### config.mk
export PLATFORM = sky130hd
export DESIGN_NAME = hazard_controller
export DESIGN_NICKNAME = d
export VERILOG_FILES = /design/src/rtl/hazard_controller.sv
export SDC_FILE = /design/constraint.sdc
export NUM_CORES = 1
export LEC_CHECK = 0
export ABC_AREA = 1
export CAP_MARGIN = 20
export CELL_PAD_IN_SITES_DETAIL_PLACEMENT = 0
export CELL_PAD_IN_SITES_GLOBAL_PLACEMENT = 1
export CORE_MARGIN = 2
export CORE_UTILIZATION = 34
export CTS_BUF_LIST = sky130_fd_sc_hd__clkbuf_16
export CTS_CLUSTER_DIAMETER = 100
export CTS_CLUSTER_SIZE = 8
export DETAILED_ROUTE_END_ITERATION = 6
export PLACE_DENSITY = 0.77
export SYNTH_ARGS = -nofsm -noshare
export SYNTH_HDL_FRONTEND = slang
export SYNTH_SLANG_ARGS = --single-unit
### constraint.sdc
create_clock -name clk -period 2.2 [get_ports clk]
set_clock_uncertainty 0.1 [all_clocks]
set_input_delay 0.44 -clock clk [delete_from_list [all_inputs] [get_ports clk]]
set_output_delay 0.44 -clock clk [all_outputs]
set_load 0.1 [all_outputs]
### src/rtl/hazard_controller.sv
// Decode-side hazard unit: load-use bubbles, redirect flush, panic drain/halt.
// Owns the ID/EX stall, front-end flush, halt state and a stall-cycle counter.
module hazard_controller #(
    parameter int LOAD_LATENCY = 1,
    parameter int FLUSH_CYCLES = 2,
    parameter int DRAIN_CYCLES = 3,
    parameter int COUNT_W      = 16
) (
    input  logic               clk,
    input  logic               reset,
    input  logic               id_valid,
    input  logic [4:0]         id_reg_rs1,
    input  logic [4:0]         id_reg_rs2,
    input  logic               id_uses_rs1,
    input  logic               id_uses_rs2,
    input  logic [4:0]         id_reg_rd,
    input  logic               id_load_word_memory,
    input  logic               id_panic,
    input  logic               ex_redirect,
    output logic               out_stall,
    output logic               out_flush,
    output logic               out_halt,
    output logic [1:0]         out_state,
    output logic [COUNT_W-1:0] out_stall_count
);

    localparam int CMAX = (FLUSH_CYCLES > DRAIN_CYCLES) ? FLUSH_CYCLES : DRAIN_CYCLES;
    localparam int CW   = $clog2(CMAX + 1);

    typedef enum logic [1:0] {
        RUN   = 2'd0,
        FLUSH = 2'd1,
        DRAIN = 2'd2,
        HALT  = 2'd3
    } state_t;

    state_t                        state;
    state_t                        state_next;
    logic [CW-1:0]                 cnt;
    logic [CW-1:0]                 cnt_next;
    logic [LOAD_LATENCY-1:0]       sb_valid;
    logic [LOAD_LATENCY-1:0][4:0]  sb_rd;
    logic                          hz;
    logic                          issue;

    always_comb begin
        hz = 1'b0;
        for (int i = 0; i < LOAD_LATENCY; i++) begin
            if (sb_valid[i]) begin
                if (id_uses_rs1 && id_reg_rs1 != 5'd0 && sb_rd[i] == id_reg_rs1)
                    hz = 1'b1;
                if (id_uses_rs2 && id_reg_rs2 != 5'd0 && sb_rd[i] == id_reg_rs2)
                    hz = 1'b1;
            end
        end
    end

    // Reset masks the control outputs in the same cycle it is asserted
    always_comb begin
        out_stall = 1'b0;
        if (!reset) begin
            unique case (state)
                RUN:         out_stall = id_valid & hz & ~ex_redirect;
                FLUSH:       out_stall = 1'b0;
                DRAIN, HALT: out_stall = 1'b1;
                default:     out_stall = 1'b0;
            endcase
        end
    end

    assign out_flush = ~reset & (ex_redirect | (state == FLUSH));
    assign out_halt  = (state == HALT);
    assign out_state = state;
    assign issue     = id_valid & ~out_stall & ~ex_redirect & (state == RUN);

    always_comb begin
        state_next = state;
        cnt_next   = cnt;
        unique case (state)
            RUN: begin
                if (ex_redirect) begin
                    state_next = FLUSH;
                    cnt_next   = CW'(FLUSH_CYCLES - 1);
                end else if (issue && id_panic) begin
                    state_next = DRAIN;
                    cnt_next   = CW'(DRAIN_CYCLES - 1);
                end
            end
            FLUSH: begin
                if (ex_redirect) begin
                    cnt_next = CW'(FLUSH_CYCLES - 1);
                end else if (cnt == '0) begin
                    state_next = RUN;
                end else begin
                    cnt_next = cnt - CW'(1);
                end
            end
            DRAIN: begin
                if (cnt == '0) state_next = HALT;
                else           cnt_next   = cnt - CW'(1);
            end
            HALT:    state_next = HALT;
            default: state_next = RUN;
        endcase
    end

    always_ff @(posedge clk) begin
        if (reset) begin
            state           <= RUN;
            cnt             <= '0;
            sb_valid        <= '0;
            sb_rd           <= '0;
            out_stall_count <= '0;
        end else begin
            state <= state_next;
            cnt   <= cnt_next;
            for (int i = 1; i < LOAD_LATENCY; i++) begin
                sb_valid[i] <= sb_valid[i-1];
                sb_rd[i]    <= sb_rd[i-1];
            end
            sb_valid[0] <= issue & id_load_word_memory & (id_reg_rd != 5'd0);
            sb_rd[0]    <= id_reg_rd;
            if (out_stall && out_stall_count != '1)
                out_stall_count <= out_stall_count + COUNT_W'(1);
        end
    end

endmodule

# Word-level counts from Yosys, hierarchy flattened

Index checks and enable logic that the tools add are counted.

Bitwise logic cells: 12
Reduce and logical (&&, ||, !) cells: 15
Add/sub/neg operators: 2
Equality and inequality tests: 10
Mux-type cells: 14

Operators by type and width:

| cell                                              | number |
|---|---|
| adder 16 x 1 -> 16 bit (second input constant)    | 1 |
| != test 16 bit (second input constant)            | 1 |
| nonzero test 5 bit                                | 3 |
| two-way mux 2 bit                                 | 7 |
| == test 5 bit                                     | 2 |
| bitwise AND 1 bit                                 | 8 |
| one-hot mux 2 bit (4 select lines)                | 1 |
| logical AND 1 bit                                 | 6 |
| one-hot mux 2 bit (3 select lines)                | 1 |
| == test 2 bit (second input constant)             | 2 |
| logical NOT 2 bit                                 | 2 |
| two-way mux 1 bit                                 | 4 |
| != test 2 bit (second input constant)             | 2 |
| AND reduction 4 bit                               | 1 |
| != test 3 x 2 -> 1 bit (second input constant)    | 1 |
| NOT 1 bit                                         | 3 |
| one-hot mux 1 bit (3 select lines)                | 1 |
| nonzero test 3 bit                                | 1 |
| == test 2 x 1 -> 1 bit (second input constant)    | 1 |
| != test 2 x 1 -> 1 bit (second input constant)    | 1 |
| AND reduction 2 bit                               | 1 |
| OR reduction 2 bit                                | 1 |
| subtractor 2 x 1 -> 2 bit (second input constant) | 1 |
| bitwise OR 1 bit                                  | 1 |

Register bits: 26
Logic and storage cells: 58
Output and inout port bits: 21

# Depth between registers and ports, before layout

Word-level depth: 18
Mapped depth: 16

# Worst setup path after synthesis

No wires, ideal clock.

Path type: flip-flop to flip-flop
Start point: register state[1] (netlist: out_state[1])
End point: register out_stall_count[4]
Setup slack: -1264 ps
Cell stages (with the launch flop): 12
Clock period less this slack: 3464 ps
Library setup time: 118 ps
Data arrival time: 3246 ps
Data required time: 1982 ps
Cells stage by stage: dfxtp_1 ha_1 inv_1 a21oi_1 inv_1 nand2_1 nand2_2 clkinv_4 nand2_8 buf_6 nor3_1 nor2_1

Cells in the longest elaborated chain, start to end: 5

RTL lines:

| item                               | line | text |
|---|---|---|
| start, declared                    | 37   | `state_t state;` |
| start signal, assigned             | 115  | `state <= state_next;` |
| == test 2 bit                      | n/a  |  |
| via out_halt                       | 22   | `output logic out_halt,` |
| OR reduction 2 bit                 | 62   | `unique case (state)` |
| one-hot mux 1 bit (3 select lines) | 62   |  |
| two-way mux 1 bit                  | 61   | `if (!reset) begin` |
| via out_stall                      | 20   | `output logic out_stall,` |
| logical AND 1 bit                  | 123  | `if (out_stall && out_stall_count != '1)` |
| end signal, assigned               | 124  | `out_stall_count <= out_stall_count + COUNT_W'(1);` |
| end, declared                      | 24   | `output logic [COUNT_W-1:0] out_stall_count` |

The timed path passes the listed nets, and every way through them passes these cells.
A chain may end at the register's enable or synchronous reset.

# Final worst setup path

Start point: register state[0] (netlist: out_state[0])
End point: output port out_stall

Cells in the longest elaborated chain, start to end: 4

RTL lines:

| item                                   | line |
|---|---|
| == test 2 bit                          | 62 |
| OR reduction 2 bit                     | 62 |
| one-hot mux 1 bit (3 select lines) (*) | 62 |
| two-way mux 1 bit (*)                  | 61 |
| end, declared                          | 20 |

Every way passes the cells marked *; elsewhere a longest branch is shown, timed or not.

==> metrics.yaml <==
setup_path:
  cp-end-kind: "primary output"
  critical_path_class: "flop to primary output"
  start_kind: "flop"
  cp_data_required_time_ns: 1.66
  crit_fanout: 5
  regToRegSetupSlack_ns: 0.18
  cp.arrival_ns: 1.57
flow_run:
  maxCapViolCount: 0
clock_tree:
  path_clk_slew_ns: 0.07
  cts_hold_buf: 0
  tritoncts: "done"
  clockBufferDepth: 2
  cts_sinks: 26
  htreeDepth: 1
  cts_root_buffer: "clkbuf_16"
  clk_latency_ns: 0.26
  cts_buffers: 3
timing:
  fin_crit_ns: 2.11
  fin_tns_setup_ns: 0
  rsz0062_at_grt: "false"
  slew_viol_final: 0
  fin_crit_sh: 0.958
  max_freq_mhz: 474
  setup_viol: 0
  worst_hold_slack_ns: 0.409
  hold_viol: 0
  relSlewSlack: 0.767
  tightestPinTransition_ns: 0.346
global_routing:
  overflow: 0
  grt_max_degree: 18
  grt_pass1_vias: 1657
  antenna_found_initial: 0
  grt_pass1_wl_mm: 7.20
  grt_usage: 0.150
floorplan:
  fp.dieH_um: 76.1
  die_area_um2: 5800
  pin_count: 44
  initial_core_util: 0.349
  num_rows: 26
  core_um2: 5070
  die_w_um: 76.1
final_layout:
  nNetsFinal: 349
  fin_cells: 389
  final_layout_size_suffix_gt1_frac: 0.273
  area_growth_pct: 39.1
  diodes: 0
synth:
  yosysWarnings: 0
  syn_nets: 294
  ys_ff_latch: 26
  synth.distinct_cells: 34
  synth.area.top_cells: "dfxtp_1, nand2_1, inv_1"
  syn_inst: 265
  synth.yosys.seq_area_share: 0.294
  ys.flop_type: "dfxtp_1"
  synth-edff-count: 0
  yosys.cell_count.top_type: "nand2_1"
  synth_top_area_share: 0.294
  synth_area_um2: 1770
  avgSynthCellArea_um2: 6.68
  ys_async_sr_fraction: 0
  synth_top_area_cell: "dfxtp_1"
  ys_top_cells_by_count: "nand2_1, inv_1, nor2_1"
run_status:
  status: "finished clean"
route:
  vias_per_cell: 4.53
  postRouteAntennaNets: 0
  wl_per_cell_um: 10.9
  drc_errors: 0
  wl_mm: 4.23
  drt_iter0_drc: 65
  drt_first_pass_iters: 4
  vias: 1764
placed_design:
  dp_cells: 382
  dp_hpwl_mm: 3.30
  numPortBuffers: 43
  gp_congestion: 0.861
power:
  leakage_nw: 1.06
  irDropWorstVdd_v: 0.000350
  power.density_nw_per_um2: 708
  power.total_mw: 1.74
hold_path:
  hold_class: "flop to flop"
path summary, 6_finish.rpt:
kind,start,endpoint,cells past startpoint
hold / removal,out_stall_count[6],out_stall_count[6],2
hold reg to reg,out_stall_count[6],out_stall_count[6],2
setup / recovery,out_state[0],out_stall,9
setup reg to reg,out_state[0],out_state[0],13
registers in the layout, indices dropped and copies added (netlist names):
register and cells:
out_stall_count 16, sb_rd 5, cnt 2, out_state 2, sb_valid 1
worst max-delay path, stage by stage, from the launching register on:
cell	delay [ns]
dfxtp_4	0.37
inv_2	0.09
ha_1	0.16
inv_2	0.06
a21oi_4	0.17
inv_1	0.07
nand2_2	0.09
nand2_4	0.07
clkinv_8	0.05
buf_12	0.16
kinds of logic (layout without fill, tap and decap cells):
kind of cell,Yosys count,count (layout),share of synthesized area
compound gates,38,38,0.140
xor+xnor,10,10,0.0495
fa+ha+maj,6,6,0.0424
buf+inv,51,105,0.129
flops,26,26,0.294
simple gates,134,134,0.344
area by class of cell:
type                       instances  area [um2]
clock inverter                     1        3.75
tap                               70        87.6
timing repair buffer              54         485
clock buffer                       3        75.1
sequential                        26         538
inverter                          47         194
fill                             541        2610
multi-input combinational        188        1080
cells in the final DEF, fill, tap and decap left out, types with 2 or more instances in the layout:
master,Yosys,routed
a21oi_1,12,10
a21oi_2,10,10
a21oi_4,0,2
buf_12,1,3
buf_4,1,29
clkbuf_16,0,3
clkdlybuf4s15_1,0,2
clkdlybuf4s50_1,0,10
dfxtp_1,26,16
dfxtp_2,0,8
dfxtp_4,0,2
dlygate4sd2_1,0,10
ha_1,6,4
ha_4,0,2
inv_1,43,40
inv_2,1,5
nand2_1,60,59
nand2_2,12,12
nand3_1,14,14
nand4_1,4,4
nor2_1,32,31
nor2_2,1,2
nor3_1,5,5
nor4_1,2,2
o21ai_0,10,10
xnor2_1,3,3
xor2_1,7,7
metrics by stage:
stage	instance area (um2)	utilization	setup slack, ns
5_1_grt	2460	0.485	0.00121
6_report	2460	0.485	0.0923
3_3_place_gp	2340	0.462	-0.182
2_1_floorplan	1820	-	0.00181
4_1_cts	2430	0.479	0.0291
3_5_place_dp	2340	0.462	-0.184
power breakdown:
group | total (mW) | leakage (nW) | switching, mW | internal (mW)
clock network | 0.407 | 0.0423 | 0.163 | 0.243
registers | 0.571 | 0.217 | 0.0499 | 0.521
logic | 0.765 | 0.798 | 0.494 | 0.270
metal layers:
metal | up-vias | part of all wire | track usage
met5 | - | 0 | 0
met4 | 0 | 0.016 | 0.0600
met3 | 7 | 0.046 | 0.0273
met2 | 42 | 0.47 | 0.264
met1 | 775 | 0.46 | 0.180
li1 | 940 | - | -
repair_timing:
action,CTS,global route
pin swaps,9,6
gates resized for setup,14,9
endpoints found under the setup margin,1,1
setup buffers,2,1
(Power assumes the default switching activity.)
